$ cat src/rtl/alu_serie_ctrl.sv
// alu_serie_ctrl: bit-serial N-bit ALU, one shared full-adder/logic cell processing one bit per clock, LSB first.
module alu_serie_cal (
  input  logic       a,
  input  logic       b,
  input  logic       c_in,
  input  logic       l,
  input  logic [1:0] s,
  output logic       out,
  output logic       c_out
);
  logic fa_sum, fa_co, cl;
  always_comb begin
    fa_sum = a ^ b ^ c_in;
    fa_co  = (a & b) | ((a ^ b) & c_in);
    cl     = (s == 2'd0) ? (a & b) :
             (s == 2'd1) ? (a | b) :
             (s == 2'd2) ? (a ^ b) : ~(a & b);
    out    = l ? cl : fa_sum;
    c_out  = l ? 1'b0 : fa_co;
  end
endmodule

module alu_serie_ctrl #(
  parameter int N = 8
) (
  input  logic         clk,
  input  logic         reset_n,
  input  logic         start,
  input  logic [N-1:0] a,
  input  logic [N-1:0] b,
  input  logic         l,
  input  logic [1:0]   s,
  input  logic         sub,
  output logic [N-1:0] y,
  output logic         c_out,
  output logic         ov,
  output logic         busy,
  output logic         done
);
  localparam int CW = $clog2(N);
  localparam logic [CW-1:0] LAST = CW'(N - 1);

  typedef enum logic [1:0] {IDLE, RUN, DONE} state_t;
  state_t state_q, state_d;

  logic [N-1:0]  sa_q, sb_q, r_q, y_q;
  logic [CW-1:0] cnt_q;
  logic          carry_q, l_q, sub_q, cout_q, ov_q;
  logic [1:0]    s_q;
  logic          last, inv, cell_out, cell_co;

  assign last = (cnt_q == LAST);
  assign inv  = sub_q & ~l_q;

  alu_serie_cal u_cal (
    .a     (sa_q[0]),
    .b     (sb_q[0] ^ inv),
    .c_in  (carry_q & ~l_q),
    .l     (l_q),
    .s     (s_q),
    .out   (cell_out),
    .c_out (cell_co)
  );

  always_ff @(posedge clk or negedge reset_n)
    if (!reset_n) state_q <= IDLE;
    else          state_q <= state_d;

  always_comb begin
    state_d = (state_q == IDLE) ? (start ? RUN : IDLE) :
              (state_q == RUN)  ? (last ? DONE : RUN) : IDLE;
  end

  always_ff @(posedge clk or negedge reset_n) begin
    if (!reset_n) begin
      sa_q    <= '0;
      sb_q    <= '0;
      r_q     <= '0;
      y_q     <= '0;
      cnt_q   <= '0;
      carry_q <= 1'b0;
      l_q     <= 1'b0;
      s_q     <= 2'd0;
      sub_q   <= 1'b0;
      cout_q  <= 1'b0;
      ov_q    <= 1'b0;
    end else if (state_q == IDLE && start) begin
      sa_q    <= a;
      sb_q    <= b;
      l_q     <= l;
      s_q     <= s;
      sub_q   <= sub;
      cnt_q   <= '0;
      carry_q <= sub & ~l;
    end else if (state_q == RUN) begin
      sa_q    <= sa_q >> 1;
      sb_q    <= sb_q >> 1;
      r_q     <= {cell_out, r_q[N-1:1]};
      carry_q <= cell_co;
      cnt_q   <= cnt_q + CW'(1);
      // outputs are only published on the final bit so y stays stable during RUN
      if (last) begin
        y_q    <= {cell_out, r_q[N-1:1]};
        cout_q <= cell_co;
        ov_q   <= carry_q ^ cell_co;
      end
    end
  end

  assign y     = y_q;
  assign c_out = cout_q;
  assign ov    = ov_q;
  assign busy  = (state_q != IDLE);
  assign done  = (state_q == DONE);
endmodule

$ cat config.mk
export PLATFORM = sky130hd
export DESIGN_NAME = alu_serie_ctrl
export DESIGN_NICKNAME = d
export VERILOG_FILES = /design/src/rtl/alu_serie_ctrl.sv
export SDC_FILE = /design/constraint.sdc
export NUM_CORES = 1
export LEC_CHECK = 0
export BUFFER_PORTS_ARGS = -buffer_cell sky130_fd_sc_hd__buf_2
export CORE_UTILIZATION = 59
export CTS_CLUSTER_SIZE = 14
export DETAILED_ROUTE_END_ITERATION = 16
export PLACE_DENSITY = 0.86
export SKIP_CTS_REPAIR_TIMING = 1
export SLEW_MARGIN = 15
export SYNTH_ARGS = -nofsm -noshare
export SYNTH_HDL_FRONTEND = slang
export SYNTH_HIERARCHICAL = 1
export SYNTH_SLANG_ARGS = --single-unit
$ cat constraint.sdc
create_clock -name clk -period 3.9 [get_ports clk]
set_input_delay 0.195 -clock clk [delete_from_list [all_inputs] [get_ports clk]]
set_output_delay 0.195 -clock clk [all_outputs]
set_load 0.01 [all_outputs]
* Word-level counts from Yosys, hierarchy flattened
Index checks and enable logic that the tools add are counted.
Cells by class: bitwise logic cells 15, muxes and demuxes 17, add/subtract/negate cells 1, equal/unequal tests 5, reduce and logical (&&, ||, !) cells 7
Operator list (count):
- 2-to-1 mux 8 bit | 4
- 2-to-1 mux 1 bit | 8
- 2-to-1 mux 2 bit | 3
- 2-to-1 mux 3 bit | 2
- bitwise AND 1 bit | 5
- equality test 2 x 1 -> 1 bit (second input constant) | 2
- equality test 2 bit (second input constant) | 2
- logical NOT 2 bit | 2
- NOT 1 bit | 4
- nonzero test 2 bit | 2
- bitwise XOR 1 bit | 4
- adder 3 x 1 -> 3 bit (second input constant) | 1
- equality test 3 bit (second input constant) | 1
- AND reduction 3 bit | 1
- OR 1 bit | 2
- AND reduction 2 bit | 1
- logical AND 1 bit | 1
Storage, ports and cells: logic and storage cells 57, bits in registers 44, output and inout bits 12, input bits 23

* Longest topological paths before layout
Gate-level depths: netlist of the first run.
word-level depth 9, mapped depth 8, depth with buffers taken out 8

* Hierarchy
Netlist of the first run, hierarchy kept.
Modules (own cells, without submodules):
- alu_serie_ctrl | area an instance 1831.8 µm², sequential area each 1076.0 µm², instances 1, cells an instance 183
- alu_serie_cal | area an instance 125.1 µm², sequential area each 0.0 µm², instances 1, cells an instance 16

* Least setup slack after synthesis of the first run
Ideal clock, no wire load.
kind register -> register, from reg l_q, to reg y_q[7], in the netlist y[7], stages on the path, launching flop included 8, clock period less this slack 1.896 ns, data required time 3.775 ns, data arrival time 1.771 ns, setup time 0.125 ns, setup slack 2.004 ns, buffers on the path 0, cells stage by stage dfrtp_1 nand2b_1 xnor2_1 inv_1 fa_1 nor2b_1 a41oi_2 mux2_2
On the way: cells in the longest elaborated chain, start to end 9, elaborated cells on any way between the ends 13, classes of those cells mux: 4; bitwise: 9
RTL lines:
- start: declaration | RTL line 48 | logic carry_q, l_q, sub_q, cout_q, ov_q;
- start signal: assignment | RTL line 90 | l_q <= l;
- NOT 1 bit | RTL line 53, 58
- bitwise AND 1 bit | RTL line 53 | assign inv = sub_q & ~l_q;
- bitwise XOR 1 bit | RTL line 57 | .b (sb_q[0] ^ inv),
- bitwise AND 1 bit | RTL line 15, 17
- NOT 1 bit | RTL line 17 | (s == 2'd2) ? (a ^ b) : ~(a & b);
- 2-to-1 mux 1 bit | RTL line 17
- 2-to-1 mux 1 bit | RTL line 16 | (s == 2'd1) ? (a | b) :
- 2-to-1 mux 1 bit | RTL line 15 | cl = (s == 2'd0) ? (a & b) :
- 2-to-1 mux 1 bit * | RTL line 18 | out = l ? cl : fa_sum;
- named net cell_out | RTL line 50 | logic last, inv, cell_out, cell_co;
- end signal: assignment | RTL line 103 | y_q <= {cell_out, r_q[N-1:1]};
- end: declaration | RTL line 46 | logic [N-1:0] sa_q, sb_q, r_q, y_q;
Mark *: on every way through the listed nets, which the timed path passes. The rest lies on a longest branch. A chain may end at the register's enable or synchronous reset.

* Final worst setup path of the first run
Ends and elaborated chain as after synthesis.

==> impl_results.md, run 1 <==
- Via/cell ratio: 5.24
- TritonCTS clock tree: built
- Remaining DRCs: 0
- Cell Area, Synth: ~2000 um^2
- Die area: approximately 3600 um^2
- Area fraction of the dominant cell type after synthesis: between 50% and 60%
- Sequential share of the synthesized area: 55.0%
- Critical Path Slowest Stage Cell: sky130_fd_sc_hd__dfrtp_1
- Ant diodes: 0
- RD Place Congestion: approximately 0.76
- Standard-cell row count: 20
- Die height: a little under 60 um
- Core ar.: roughly 3100 um^2
- GRT Resource Usage Total: 24.1%
- CTS Sinks: 43
- Number of maximum-capacitance violations: 0
- Failing checks: hold timing
- Hold Slack: -0.0457 ns
- Die width: 59.6 um
- Leading post-synthesis cells by cell area: sky130_fd_sc_hd__dfrtp_1 55%, sky130_fd_sc_hd__nand2_1 13%, sky130_fd_sc_hd__mux2_2 5.2%, sky130_fd_sc_hd__a31oi_1 3.5%, sky130_fd_sc_hd__nor2_1 2.7%
- Antenna violations before repair: 0
- RSZ-0062 raised after global routing: no
- Post-Place Cell Area: 2100 um^2
- Hold Path Class: input pin to asynchronous set/reset pin
- Arrival time of the worst setup path: between 2 and 2.5 ns
- Wire length of the first global-routing pass: 6110 um
- Maximum fanout encountered on the critical timing path: 6
- TritonCTS Buffers: 5
- Type of origin of the critical path: flop
- Number of distinct library cells after synthesis: 30
- Congestion Overflow GR: 0
- Final Net Count: around 260
- Worst EP required: 4.14 ns
- Maximum number of pins on one net before global-route repair: between 40 and 50
- Clock skew: approximately 0.0072 ns
- Vias in the first global route: between 1000 and 1500
- Average routed wire per standard cell: about 13 um
- Share of the cycle needed by the critical path after routing: 53.3%
- Time the final worst path needs with I/O delays and setup: 2.08 ns
- Wire length after detailed routing: between 3000 and 4000 um
- Total via count after detailed routing: roughly 1400
- Final sum of negative setup slack: 0 ns
- Buffer levels on the longest clock path: 2
- Kind of end point of the critical path: flop
- Cell area after layout: 2170 um^2
- Total setup violations reported at the end of the flow: 0
- PortBufs: 34
- Clock slew seen by the registers of the worst setup and hold paths: between 0.1 and 0.15 ns
- Cell chosen for the clock root: sky130_fd_sc_hd__clkbuf_4
- DP HPWL: roughly 2300 um
- Peak ir drop on the vdd network: 0.000588 V
- Synth-to-layout area growth: 11.0%
- Layout cells sized above 1: between 20 and 25%
- Maximum single-stage delay on the critical path: around 0.46 ns
- Synthesized instance count: 199
- Share of the core filled with cells: 70.0%
- Syn_nets: about 230
- Result of the run: complete, but fails checks
- Latest clock arrival within the worst-skew pair: around 0.34 ns
- Io pins: 35
- Final hold vios: 43
- Starting density of the core: between 60% and 70%
- Fmax: around 0.48 GHz
- Total leakage power: between 0.001 and 0.0015 uW
- Remaining antenna violation count: 0
- Synthesis warning total: 6
- Series of cell instances along the critical path: nand2b_1, xnor2_1, ha_1, and3b_2, a21oi_1, a41oi_2, mux2_2
- Router iterations before antenna repair: 5
- Setup Crit Path Kind: flop to flop
- Detailed Route Iter0 Violations: 83
- Yosys top cell by area: sky130_fd_sc_hd__dfrtp_1
- PD cells: around 800 nW/um^2
- H-tree depth reported by CTS: 2
- Worst Tran Pin Value: between 1 and 1.5 ns
- Slew Limit Fails: 0
- Mean Syn Cell Area: around 9.8 um^2
- Count of non-filler cells in the finished layout: 275
- Cell count after placement: around 270
- Relative slew margins: between 30% and 40%
- #FFs+latches synth: 43
==> cell families (layout without fill, tap and decap cells) <==
| group | after synthesis | count (layout) | share of synthesized area [%] |
|---|---|---|---|
| simple gates | 101 | 101 | 22.1 |
| flops | 43 | 43 | 55.0 |
| compound gates | 23 | 23 | 8.25 |
| buf+inv | 16 | 48 | 4.99 |
| mux | 9 | 9 | 5.18 |
| fa+ha+maj | 5 | 5 | 3.58 |
| xor+xnor | 2 | 2 | 0.895 |
==> power breakdown <==
| group | switching [uW] | internal, uW |
|---|---|---|
| Sequential | 136 | 652 |
| Clock | 138 | 69.7 |
| Combinational | 427 | 317 |
==> layout make-up <==
class                   instances  area (um^2)
flip-flops and latches         43         1080
fillers                       242          931
multi-input cells             140          783
repair buffers                 35          185
well taps                      44         55.1
clock buffers                   6         41.3
inverters                       5         18.8
clock inverters                 2         12.5
==> synth_stat cells <==
library cell and count:
sky130_fd_sc_hd__nand2b_1 2, sky130_fd_sc_hd__or2_2 1, sky130_fd_sc_hd__nor2_1 14, sky130_fd_sc_hd__o21ai_1 1, sky130_fd_sc_hd__nand3_1 9, sky130_fd_sc_hd__o21ai_0 2, sky130_fd_sc_hd__or3b_1 1, sky130_fd_sc_hd__ha_1 4
sky130_fd_sc_hd__nand2_1 67, sky130_fd_sc_hd__inv_1 5, sky130_fd_sc_hd__a41oi_2 1, sky130_fd_sc_hd__mux2_2 9, sky130_fd_sc_hd__a211o_1 1, sky130_fd_sc_hd__a31oi_1 11, sky130_fd_sc_hd__fa_1 1, sky130_fd_sc_hd__a21oi_1 1
sky130_fd_sc_hd__a22oi_1 3, sky130_fd_sc_hd__buf_6 4, sky130_fd_sc_hd__o21ai_2 1, sky130_fd_sc_hd__dfrtp_1 43, sky130_fd_sc_hd__xnor2_1 2, sky130_fd_sc_hd__and2b_1 1, sky130_fd_sc_hd__buf_2 6, sky130_fd_sc_hd__o211ai_1 1
sky130_fd_sc_hd__clkbuf_1 1, sky130_fd_sc_hd__and3b_2 1, sky130_fd_sc_hd__a32oi_1 1, sky130_fd_sc_hd__nor3b_2 1, sky130_fd_sc_hd__nand3b_1 1, sky130_fd_sc_hd__nor2b_1 3
==> layout by cell type, fill, tap and decap left out, drive strengths merged <==
cell type / n
nand2: 67
nand3b: 1
and2b: 1
mux2: 9
nand2b: 2
a32oi: 1
dfrtp: 43
nand3: 9
or2: 1
clkinv: 1
a41oi: 1
a211o: 1
buf: 35
xnor2: 2
o211ai: 1
or3b: 1
and3b: 1
ha: 4
o21ai: 4
nor2b: 3
clkbuf: 6
a22oi: 3
a31oi: 11
a21oi: 1
clkinvlp: 1
nor2: 14
fa: 1
inv: 5
nor3b: 1
==> flip-flops by register name (all words and copies together), names as in the netlist <==
name and count:
y 8, r_q 7, s_q 2, carry_q 1, sa_q 8, sub_q 1, state_q 2, ov 1
sb_q 8, c_out 1, cnt_q 3, l_q 1
==> per-stage QoR <==
step,total power [uW],setup slack (ns),hold slack [ns]
after CTS,1740,1.84,-0.0102
final,1740,1.82,-0.0457
after global routing,1900,1.67,0.0210
after floorplan,1360,2.00,-0.101
after global placement,1490,1.96,0.384
after detailed placement,1530,1.88,0.373
==> critical path: cells and delay by family (launching register included) <==
family | cells | cell delay (ns)
fa+ha+maj | 1 | 0.29
flops | 1 | 0.46
simple gates | 2 | 0.42
mux | 1 | 0.29
compound gates | 2 | 0.32
xor+xnor | 1 | 0.19
==> metal layers <==
layer,vias to the layer above,GRT usage [%],part of all wire [%]
li1,717,-,-
met1,688,29.3,42
met2,33,40.4,52
met3,2,5.24,5.0
met4,0,12.0,0.73
met5,-,0,0
==> worst paths after layout <==
path,startpoint,to,slack [ns],cells after the start
max,l_q,y[7],1.82,7
min,reset_n,sb_q[3],-0.05,1
max reg2reg,l_q,y[7],1.82,7
min reg2reg,cnt_q[0],cnt_q[0],0.50,1
max in group asynchronous,reset_n,y[0],3.37,1
min in group clk,b[7],sb_q[7],0.03,3
Note: power is estimated with default switching activity, not from simulation.
==> run 2, diff against run 1 <==
--- a/config.mk
+++ b/config.mk
@@ -6,10 +6,10 @@
 export NUM_CORES = 1
 export LEC_CHECK = 0
 export BUFFER_PORTS_ARGS = -buffer_cell sky130_fd_sc_hd__buf_2
-export CORE_UTILIZATION = 59
+export CORE_UTILIZATION = 55
 export CTS_CLUSTER_SIZE = 14
 export DETAILED_ROUTE_END_ITERATION = 16
-export PLACE_DENSITY = 0.86
+export PLACE_DENSITY = 0.81
 export SKIP_CTS_REPAIR_TIMING = 1
 export SLEW_MARGIN = 15
 export SYNTH_ARGS = -nofsm -noshare
==> constraint.sdc (replaced) <==
create_clock -name clk -period 2.05 [get_ports clk]
set_input_delay 0.1025 -clock clk [delete_from_list [all_inputs] [get_ports clk]]
set_output_delay 0.1025 -clock clk [all_outputs]
set_load 0.01 [all_outputs]
==> impl_results.md, run 2 (synthesis gave the netlist of run 1 again) <==
- Overall Power: 3410 uW (+96%)
- Time the final worst path needs with I/O delays and setup: 1.89 ns (-0.184 ns)
- Peak ir drop on the vdd network: 0.000894 V (+52%)
- GRT Resource Usage Total: 21.3% (-2.8 points)
- Hold Slack: -0.00261 ns (+0.0431 ns)
- Remaining antenna violation count: 0 (unchanged)
- Clock slew seen by the registers of the worst setup and hold paths: 0.13 ns (about the same)
- Core ar.: 3360 um^2 (+8.4%)
- RSZ-0062 raised after global routing: no
- Via/cell ratio: 5.15 (-1.7%)
- PD cells: 1450 nW/um^2 (+81%)
- Layout cells sized above 1: 26.4% (+2.2 points)
- Antenna violations before repair: 0 (unchanged)
- Vias in the first global route: 1391 (-2.1%)
- Detailed Route Iter0 Violations: 109 (+31%)
- Multi-input combinational cell area: 793 um^2 (+1.3%)
- Fillers: 292 (+21%)
- Router iterations before antenna repair: 4 (-1)
- Fmax: 0.528 GHz (+9.7%)
- Arrival time of the worst setup path: 2.15 ns (-0.16 ns)
- Clock skew: 0.00724 ns (+0.0000871 ns)
- Final sum of negative setup slack: 0 ns (unchanged)
- Critical Path Slowest Stage Cell: sky130_fd_sc_hd__fa_1
- Latest clock arrival within the worst-skew pair: 0.36 ns (+0.02 ns)
- Ant diodes: 0 (unchanged)
- Slew Limit Fails: 0 (unchanged)
- PortBufs: 34 (unchanged)
- Hold Path Class: input pin to flop
- Share of the cycle needed by the critical path after routing: 92.4% (+39 points)
- Standard-cell row count: 21 (+5.0%)
- Number of maximum-capacitance violations: 0 (unchanged)
- Top library cells by usage in the layout, fill and taps aside: 67 x sky130_fd_sc_hd__nand2_1, 43 x sky130_fd_sc_hd__dfrtp_1, 34 x sky130_fd_sc_hd__buf_2, 14 x sky130_fd_sc_hd__nor2_1, 12 x sky130_fd_sc_hd__dlygate4sd3_1
- Maximum fanout encountered on the critical timing path: 2 (-4)
- Wire length after detailed routing: 3710 um (+4.7%)
- Flop-to-flop setup slack: 0.16 ns (-1.67 ns)
- Maximum number of pins on one net before global-route repair: 38 (-14%)
- Io pins: 35 (unchanged)
- Congestion Overflow GR: 0 (unchanged)
- Die height: 61.7 um (+3.5%)
- Total via count after detailed routing: 1524 (+5.8%)
- Synth-to-layout area growth: 20.3%
- RD Place Congestion: 0.790 (+4.4%)
- Total setup violations reported at the end of the flow: 0 (unchanged)
- Most common library cell in the layout ignoring fill and taps: sky130_fd_sc_hd__nand2_1
- Series of cell instances along the critical path: nand2b_1, xnor2_2, inv_1, fa_1, nor2b_1, a41oi_2, mux2_2
- Worst Tran Pin Value: 0.676 ns (-0.370 ns)
- Result of the run: complete, but fails checks
- Average routed wire per standard cell: 12.5 um (-2.7%)
- Total leakage power: 0.00120 uW (+7.5%)
- Reg area: 1080 um^2 (unchanged)
- Cell chosen for the clock root: sky130_fd_sc_hd__clkbuf_4
- Die area: 3800 um^2 (+7.0%)
- Maximum single-stage delay on the critical path: 0.49 ns (+0.03 ns)
- H-tree depth reported by CTS: 2 (unchanged)
- Relative slew margins: 54.7% (+24 points)
- DP HPWL: 2450 um (+5.1%)
- Die width: 61.7 um (+3.5%)
- TritonCTS clock tree: built
- Final hold vios: 1 (-98%)
- Type of origin of the critical path: flop
- TritonCTS Buffers: 5 (unchanged)
- Remaining DRCs: 0 (unchanged)
- Wire length of the first global-routing pass: 5750 um (-5.8%)
- Worst EP required: 2.31 ns (-1.83 ns)
- Starting density of the core: 58.2% (-4.9 points)
- CTS Sinks: 43 (unchanged)
- Kind of end point of the critical path: flop
- Buffer levels on the longest clock path: 2 (unchanged)
- Final Net Count: 277 (+7.4%)
- Failing checks: hold timing
- Setup Crit Path Kind: flop to flop
run 2: area by class of cell:
| class | count | share of cell area, % |
|---|---|---|
| inverter | 5 | 0.797 |
| clock buffer | 5 | 1.59 |
| tap | 46 | 2.45 |
| multi-input combinational | 140 | 33.7 |
| clock inverter | 3 | 0.851 |
| sequential | 43 | 45.7 |
| timing repair buffer | 54 | 14.9 |
run 2: per-layer routing:
layer	up-vias	track usage (%)	share of wire, %
li1	754	-	-
met3	7	5.25	3.5
met1	725	26.0	44
met4	0	10.2	1.4
met2	38	35.3	51
met5	-	0	0
run 2: worst paths after layout:
kind / cells past startpoint / start / to
max: 7 / l_q / y[7]
min reg2reg: 2 / r_q[1] / r_q[1]
max in group asynchronous: 3 / reset_n / sb_q[0]
min: 3 / b[4] / sb_q[4]
max reg2reg: 7 / l_q / y[7]
min in group asynchronous: 2 / reset_n / y[7]
run 2: worst max-delay path, delay by kind of cell (launching register included):
kind	cells	cell delay, ns
AND/OR/NAND/NOR	2	0.32
AO/OA/AOI/OAI	1	0.05
XOR/XNOR	1	0.16
adder cells (fa/ha/maj)	1	0.49
buffers and inverters	1	0.10
multiplexers	1	0.27
flip-flops	1	0.39
run 2: report_power, final:
group / switching (uW) / internal [uW]
logic: 818 / 682
registers: 255 / 1240
clock network: 280 / 131
run 2: stage by stage:
stage          area, um^2  hold slack, ns  cells  utilization (%)  worst slack [ns]
5_1_grt              2350          0.0145    296             70.0            0.0264
4_1_cts              2220          -0.380    284             66.1             0.117
3_3_place_gp         2170          0.0308    276             64.4             0.191
3_5_place_dp         2170          0.0276    276             64.4             0.135
2_1_floorplan        1960          -0.193    199                -             0.154
6_report             2350        -0.00261    296             70.0             0.155
